==> config.mk <==
export PLATFORM = sky130hd
export DESIGN_NAME = mapper_mem_arbiter
export DESIGN_NICKNAME = d
export VERILOG_FILES = /design/src/rtl/nes_mem_pkg.sv /design/src/rtl/mem_req_slot.sv /design/src/rtl/mapper_mem_arbiter.sv
export SDC_FILE = /design/constraint.sdc
export NUM_CORES = 1
export LEC_CHECK = 0
export CAP_MARGIN = 10
export CORE_UTILIZATION = 60
export CTS_CLUSTER_SIZE = 8
export DETAILED_ROUTE_END_ITERATION = 16
export DONT_BUFFER_PORTS = 1
export PLACE_DENSITY = 0.87
export SETUP_SLACK_MARGIN = 0.15
export SLEW_MARGIN = 40
export SYNTH_ARGS = -nofsm -noshare
export SYNTH_HDL_FRONTEND = slang
export SYNTH_HIERARCHICAL = 1
export SYNTH_SLANG_ARGS = --single-unit
==> constraint.sdc <==
create_clock -name clk -period 4.7 [get_ports clk]
set_clock_uncertainty 0.2 [all_clocks]
set_input_delay 0.235 -clock clk [delete_from_list [all_inputs] [get_ports clk]]
set_output_delay 0.235 -clock clk [all_outputs]
set_load 0.02 [all_outputs]
==> src/rtl/nes_mem_pkg.sv <==
// rtl/nes_mem_pkg.sv - shared types and constants for the mapper memory arbiter
// Contents:
//   MEM_AW      external memory address width
//   OPEN_BUS    data returned when the mapper blocks an access
//   arb_state_t arbiter FSM states
//   owner_t     requester identity (CPU / PPU)
package nes_mem_pkg;

    localparam int         MEM_AW   = 22;
    localparam logic [7:0] OPEN_BUS = 8'hFF;

    typedef enum logic [1:0] {
        ST_IDLE   = 2'd0,
        ST_ACCESS = 2'd1,
        ST_DONE   = 2'd2
    } arb_state_t;

    typedef enum logic {
        OWNER_CPU = 1'b0,
        OWNER_PPU = 1'b1
    } owner_t;

endpackage

==> src/rtl/mem_req_slot.sv <==
// rtl/mem_req_slot.sv - single-entry pending request latch for one requester
// Ports:
//   clk, reset                    clock, synchronous active-high reset
//   req, we, allow, addr, wdata   incoming request pulse and its fields
//   clear                         arbiter grant; empties the slot
//   pending                       slot holds an unserved request
//   slot_we, slot_allow,
//   slot_addr, slot_wdata         latched request fields
module mem_req_slot
    import nes_mem_pkg::*;
(
    input  logic              clk,
    input  logic              reset,
    input  logic              req,
    input  logic              we,
    input  logic              allow,
    input  logic [MEM_AW-1:0] addr,
    input  logic [7:0]        wdata,
    input  logic              clear,
    output logic              pending,
    output logic              slot_we,
    output logic              slot_allow,
    output logic [MEM_AW-1:0] slot_addr,
    output logic [7:0]        slot_wdata
);

    // A grant (clear) only ever happens while pending is set, so any req in
    // that same cycle would be ignored anyway; clear therefore takes priority.
    always_ff @(posedge clk) begin
        if (reset) begin
            pending    <= 1'b0;
            slot_we    <= 1'b0;
            slot_allow <= 1'b0;
            slot_addr  <= '0;
            slot_wdata <= '0;
        end else if (clear) begin
            pending <= 1'b0;
        end else if (req && !pending) begin
            pending    <= 1'b1;
            slot_we    <= we;
            slot_allow <= allow;
            slot_addr  <= addr;
            slot_wdata <= wdata;
        end
    end

endmodule

==> src/rtl/mapper_mem_arbiter.sv <==
// rtl/mapper_mem_arbiter.sv - round-robin CPU/PPU arbiter for one shared external memory port
// Parameters:
//   MEM_LAT   cycles from the mem_rd strobe cycle to valid mem_rdata (1..15)
// Ports:
//   clk, reset                                    clock, synchronous active-high reset
//   prg_req/we/allow/addr/wdata, prg_ack/rdata    CPU read/write request and completion
//   chr_req/allow/addr, chr_ack/rdata             PPU read-only request and completion
//   mem_addr/rd/wr/wdata, mem_rdata               shared external memory port
module mapper_mem_arbiter
    import nes_mem_pkg::*;
#(
    parameter int MEM_LAT = 2
) (
    input  logic              clk,
    input  logic              reset,
    input  logic              prg_req,
    input  logic              prg_we,
    input  logic              prg_allow,
    input  logic [MEM_AW-1:0] prg_addr,
    input  logic [7:0]        prg_wdata,
    output logic              prg_ack,
    output logic [7:0]        prg_rdata,
    input  logic              chr_req,
    input  logic              chr_allow,
    input  logic [MEM_AW-1:0] chr_addr,
    output logic              chr_ack,
    output logic [7:0]        chr_rdata,
    output logic [MEM_AW-1:0] mem_addr,
    output logic              mem_rd,
    output logic              mem_wr,
    output logic [7:0]        mem_wdata,
    input  logic [7:0]        mem_rdata
);

    localparam logic [3:0] LAT_LOAD = 4'(MEM_LAT);

    arb_state_t        state;
    arb_state_t        state_nxt;

    logic              prg_pending;
    logic              prg_slot_we;
    logic              prg_slot_allow;
    logic [MEM_AW-1:0] prg_slot_addr;
    logic [7:0]        prg_slot_wdata;
    logic              prg_clear;

    logic              chr_pending;
    logic              chr_slot_we;
    logic              chr_slot_allow;
    logic [MEM_AW-1:0] chr_slot_addr;
    logic [7:0]        chr_slot_wdata;
    logic              chr_clear;

    logic              grant_any;
    owner_t            grant_owner;
    logic              sel_we;
    logic              sel_allow;
    logic [MEM_AW-1:0] sel_addr;
    logic [7:0]        sel_wdata;

    owner_t            last_grant;
    owner_t            acc_owner;
    logic              acc_we;
    logic              acc_allow;
    logic [3:0]        cnt;
    logic              access_last;
    logic [7:0]        rd_value;

    mem_req_slot u_prg_slot (
        .clk        (clk),
        .reset      (reset),
        .req        (prg_req),
        .we         (prg_we),
        .allow      (prg_allow),
        .addr       (prg_addr),
        .wdata      (prg_wdata),
        .clear      (prg_clear),
        .pending    (prg_pending),
        .slot_we    (prg_slot_we),
        .slot_allow (prg_slot_allow),
        .slot_addr  (prg_slot_addr),
        .slot_wdata (prg_slot_wdata)
    );

    mem_req_slot u_chr_slot (
        .clk        (clk),
        .reset      (reset),
        .req        (chr_req),
        .we         (1'b0),
        .allow      (chr_allow),
        .addr       (chr_addr),
        .wdata      (8'h00),
        .clear      (chr_clear),
        .pending    (chr_pending),
        .slot_we    (chr_slot_we),
        .slot_allow (chr_slot_allow),
        .slot_addr  (chr_slot_addr),
        .slot_wdata (chr_slot_wdata)
    );

    // Round-robin: on a tie the PPU wins unless it was the last one granted.
    always_comb begin
        grant_any   = prg_pending || chr_pending;
        grant_owner = (chr_pending && (!prg_pending || last_grant == OWNER_CPU))
                      ? OWNER_PPU : OWNER_CPU;
        prg_clear   = (state == ST_IDLE) && grant_any && (grant_owner == OWNER_CPU);
        chr_clear   = (state == ST_IDLE) && grant_any && (grant_owner == OWNER_PPU);
        if (grant_owner == OWNER_PPU) begin
            sel_we    = chr_slot_we;
            sel_allow = chr_slot_allow;
            sel_addr  = chr_slot_addr;
            sel_wdata = chr_slot_wdata;
        end else begin
            sel_we    = prg_slot_we;
            sel_allow = prg_slot_allow;
            sel_addr  = prg_slot_addr;
            sel_wdata = prg_slot_wdata;
        end
    end

    // A blocked access spends a single ACCESS cycle without a strobe.
    assign access_last = !acc_allow || (cnt == 4'd0);
    assign rd_value    = acc_allow ? mem_rdata : OPEN_BUS;

    always_ff @(posedge clk) begin
        if (reset) begin
            state <= ST_IDLE;
        end else begin
            state <= state_nxt;
        end
    end

    always_comb begin
        state_nxt = state;
        case (state)
            ST_IDLE:   if (grant_any)   state_nxt = ST_ACCESS;
            ST_ACCESS: if (access_last) state_nxt = ST_DONE;
            ST_DONE:                    state_nxt = ST_IDLE;
            default:                    state_nxt = ST_IDLE;
        endcase
    end

    always_ff @(posedge clk) begin
        if (reset) begin
            last_grant <= OWNER_CPU;
            acc_owner  <= OWNER_CPU;
            acc_we     <= 1'b0;
            acc_allow  <= 1'b0;
            cnt        <= 4'd0;
            mem_rd     <= 1'b0;
            mem_wr     <= 1'b0;
            mem_addr   <= '0;
            mem_wdata  <= '0;
            prg_rdata  <= '0;
            chr_rdata  <= '0;
        end else begin
            // Strobes are single-cycle: they are only set on the grant edge.
            mem_rd <= 1'b0;
            mem_wr <= 1'b0;
            case (state)
                ST_IDLE: begin
                    if (grant_any) begin
                        acc_owner  <= grant_owner;
                        last_grant <= grant_owner;
                        acc_we     <= sel_we;
                        acc_allow  <= sel_allow;
                        cnt        <= sel_allow ? LAT_LOAD : 4'd0;
                        // Blocked accesses leave the memory port untouched.
                        if (sel_allow) begin
                            mem_addr  <= sel_addr;
                            mem_wdata <= sel_wdata;
                            mem_rd    <= !sel_we;
                            mem_wr    <= sel_we;
                        end
                    end
                end
                ST_ACCESS: begin
                    if (cnt != 4'd0) begin
                        cnt <= cnt - 4'd1;
                    end
                    // Writes never touch the requester's read-data register.
                    if (access_last && !acc_we) begin
                        if (acc_owner == OWNER_PPU) begin
                            chr_rdata <= rd_value;
                        end else begin
                            prg_rdata <= rd_value;
                        end
                    end
                end
                default: begin
                end
            endcase
        end
    end

    assign prg_ack = (state == ST_DONE) && (acc_owner == OWNER_CPU);
    assign chr_ack = (state == ST_DONE) && (acc_owner == OWNER_PPU);

endmodule

==> out/results.txt <==
Final ANT Viol Nets - 0
Total negative slack - 0 ns
Routability cong. - 0.823
Final min period - 2.98 ns
Detailed placement HPWL - 7940 µm
CTS Buf Count - 17
Area share of the largest cell type after synthesis - 0.425
RSZ-0062 raised after global routing - no
Max-Cap Viols - 0
Slew margin rel. - 0.498
Commonest cells in the netlist - nand2b_1, dfxtp_1, mux2i_1
Number of global-route vias before repair - 4539
Top cells by area, synth - dfxtp_1, nand2b_1, mux2i_1
DR iter-0 viols - 273
IO Pins - 117
Arr. time, crit path - 3.22 ns
Cell Pwr Density - 421 nW/µm²
Seq/Total Area, Yosys - 0.425
Post-synthesis cell type count - 33
Nets - 735
# resized after CTS - 0
Post-CTS setup buffers - 0
Critical path, cell by cell - inv_1 > ha_1 > or3b_1 > a2111oi_4 > nor2_1 > a211oi_1 > dlygate4sd3_1
Syn Area/Cell - 9.41 µm²
Post-synth ARST share - 0
Clk sink count - 123
Flop-to-flop setup slack - 1.72 ns
IO buf count - 0
Layout cell share with drive strength beyond 1 - 0.0634
Netlist Area Pre-Place - 5790 µm²
Initial Util - 0.624
Req. time, crit path - 4.94 ns
Worst hold path type - input port to flip-flop
Slowest-stage cell, CP - a2111oi_4
Ant. Diodes - 0
Via density - 5.71
Die ar. - 10100 µm²
Total GRT Usage - 0.291
Worst-Skew Late Latency - 0.51 ns
Largest net degree at the start of global routing - 180
Kind of critical path - flip-flop to flip-flop
Reg clk slew, reported paths - 0.05 ns
Hold Slack - 0.00256 ns
Total grt overflow - 0
Fin crit share - 0.634
Multi-input logic area - 2960 µm²
Routed vias - 4605
Post-Route WL - 14400 µm
Post-Synthesis Cells - 616
Die height - 100 µm
Final setup vio count - 0
Die X - 100 µm
Most used DFF post-synth - dfxtp_1
Leak - 0.00249 µW
Leading area contributor after synthesis - dfxtp_1
First-pass DRT Iterations - 7
Fillers - 590
VDD IR-drop max - 0.223 mV
Endpoint class of the critical path - flip-flop
CTS tree - done
WL per Instance - 17.8 µm
H-tree depth - 4
Largest stage delay on the critical path - 0.67 ns
DRC viols - 0
Post-synth EDFFs - 0
Fmax - 336 MHz
# rows - 35
Layout area overhead - 22.1%
Hold-fix buffers at CTS - 67
Most frequent cell after synthesis - nand2b_1
Slew @ Worst Pin - 0.751 ns
Max Slew Vio Count - 0
First-pass GRT wire length - 22700 µm
Flip-flop and latch area - 2460 µm²
Core area - 9280 µm²
Flop and latch count out of synthesis - 123
CTS Root Cell - clkbuf_8
Synth Warn # - 6
Hold Vio Cnt, Final - 0
Max clock buf depth - 2
Startpoint Class - flip-flop
Status - finished, final reports clean
Worst-path fanout max - 8
Initial antenna violation count - 0
layout by cell type (no fill, tap or decap), types with 4 or more instances in the layout:
cell type        n
buf_4            4
nand2_1          5
nor3b_1          4
nor2_1          32
dlygate4sd3_1   66
nand3b_1        60
clkbuf_1         4
mux2i_1         66
conb_1           9
nor3_1           7
clkbuf_16       16
bufinv_16        4
dfxtp_1        122
nand3_1          5
clkbuf_8         4
nand2b_1       129
a21oi_1         33
inv_1           33
a211oi_1        48
cells by family after synthesis:
| kind of cell | share of synthesized area |
|---|---|
| other | 0.000647 |
| AND/OR/NAND/NOR | 0.266 |
| buffers and inverters | 0.0756 |
| AO/OA/AOI/OAI | 0.111 |
| multiplexers | 0.114 |
| flip-flops | 0.425 |
| adder cells (fa/ha/maj) | 0.00432 |
| XOR/XNOR | 0.00302 |
sequential cells by signal, indices dropped and copies added, names as in the netlist, 4 cells and up:
name / cells
chr_rdata: 8
mem_addr: 22
mem_wdata: 8
u_prg_slot/slot_wdata: 8
u_chr_slot/slot_addr: 22
u_chr_slot/slot_wdata: 8
cnt: 4
u_prg_slot/slot_addr: 22
prg_rdata: 8
report_power, final:
part           total (µW)  leakage (µW)  internal (µW)  switching (µW)
Combinational         413       0.00120            192             221
Clock                1340      0.000295            899             442
Sequential           1230       0.00100           1130             101
Total                2980       0.00249           2220             764
layout make-up:
cell class	count	area share
multi-input combinational	418	0.418
sequential	123	0.348
timing repair buffer	73	0.108
clock buffer	24	0.0665
tap	129	0.0228
clock inverter	7	0.0195
inverter	33	0.0175
worst max-delay path, delay by kind of cell (launching register included):
| family | cells | cell delay (ns) |
|---|---|---|
| AOI/OAI and AO/OA | 2 | 0.90 |
| adders and majority gates | 1 | 0.17 |
| buffers and inverters | 2 | 0.68 |
| DFF | 1 | 0.34 |
| and+or+nand+nor | 2 | 0.62 |
through the flow:
step	cell area, µm²	setup slack, ns	power, µW	instances	util
after floorplan	5820	2.52	1540	624	-
after global placement	5730	1.63	1550	707	0.618
after detailed placement	5760	1.92	1580	708	0.621
after CTS	7060	1.81	2980	806	0.761
after global routing	7080	1.61	3090	807	0.762
final	7080	1.72	2980	807	0.762
path summary, 6_finish.rpt:
| path | to | cells after the start | from |
|---|---|---|---|
| setup reg to reg | chr_rdata[7] | 7 | cnt[0] |
| setup / recovery | chr_rdata[7] | 7 | cnt[0] |
| hold / removal | acc_owner | 2 | reset |
| hold reg to reg | u_chr_slot/slot_wdata[7] | 2 | u_chr_slot/slot_wdata[7] |
metal layers:
| layer | global-route usage | share of wire | vias to the layer above |
|---|---|---|---|
| met4 | 0.113 | 0.018 | 0 |
| met2 | 0.507 | 0.50 | 200 |
| met5 | 0 | 0 | - |
| met3 | 0.0794 | 0.074 | 24 |
| li1 | - | - | 2177 |
| met1 | 0.340 | 0.41 | 2204 |
(Power assumes the default switching activity.)
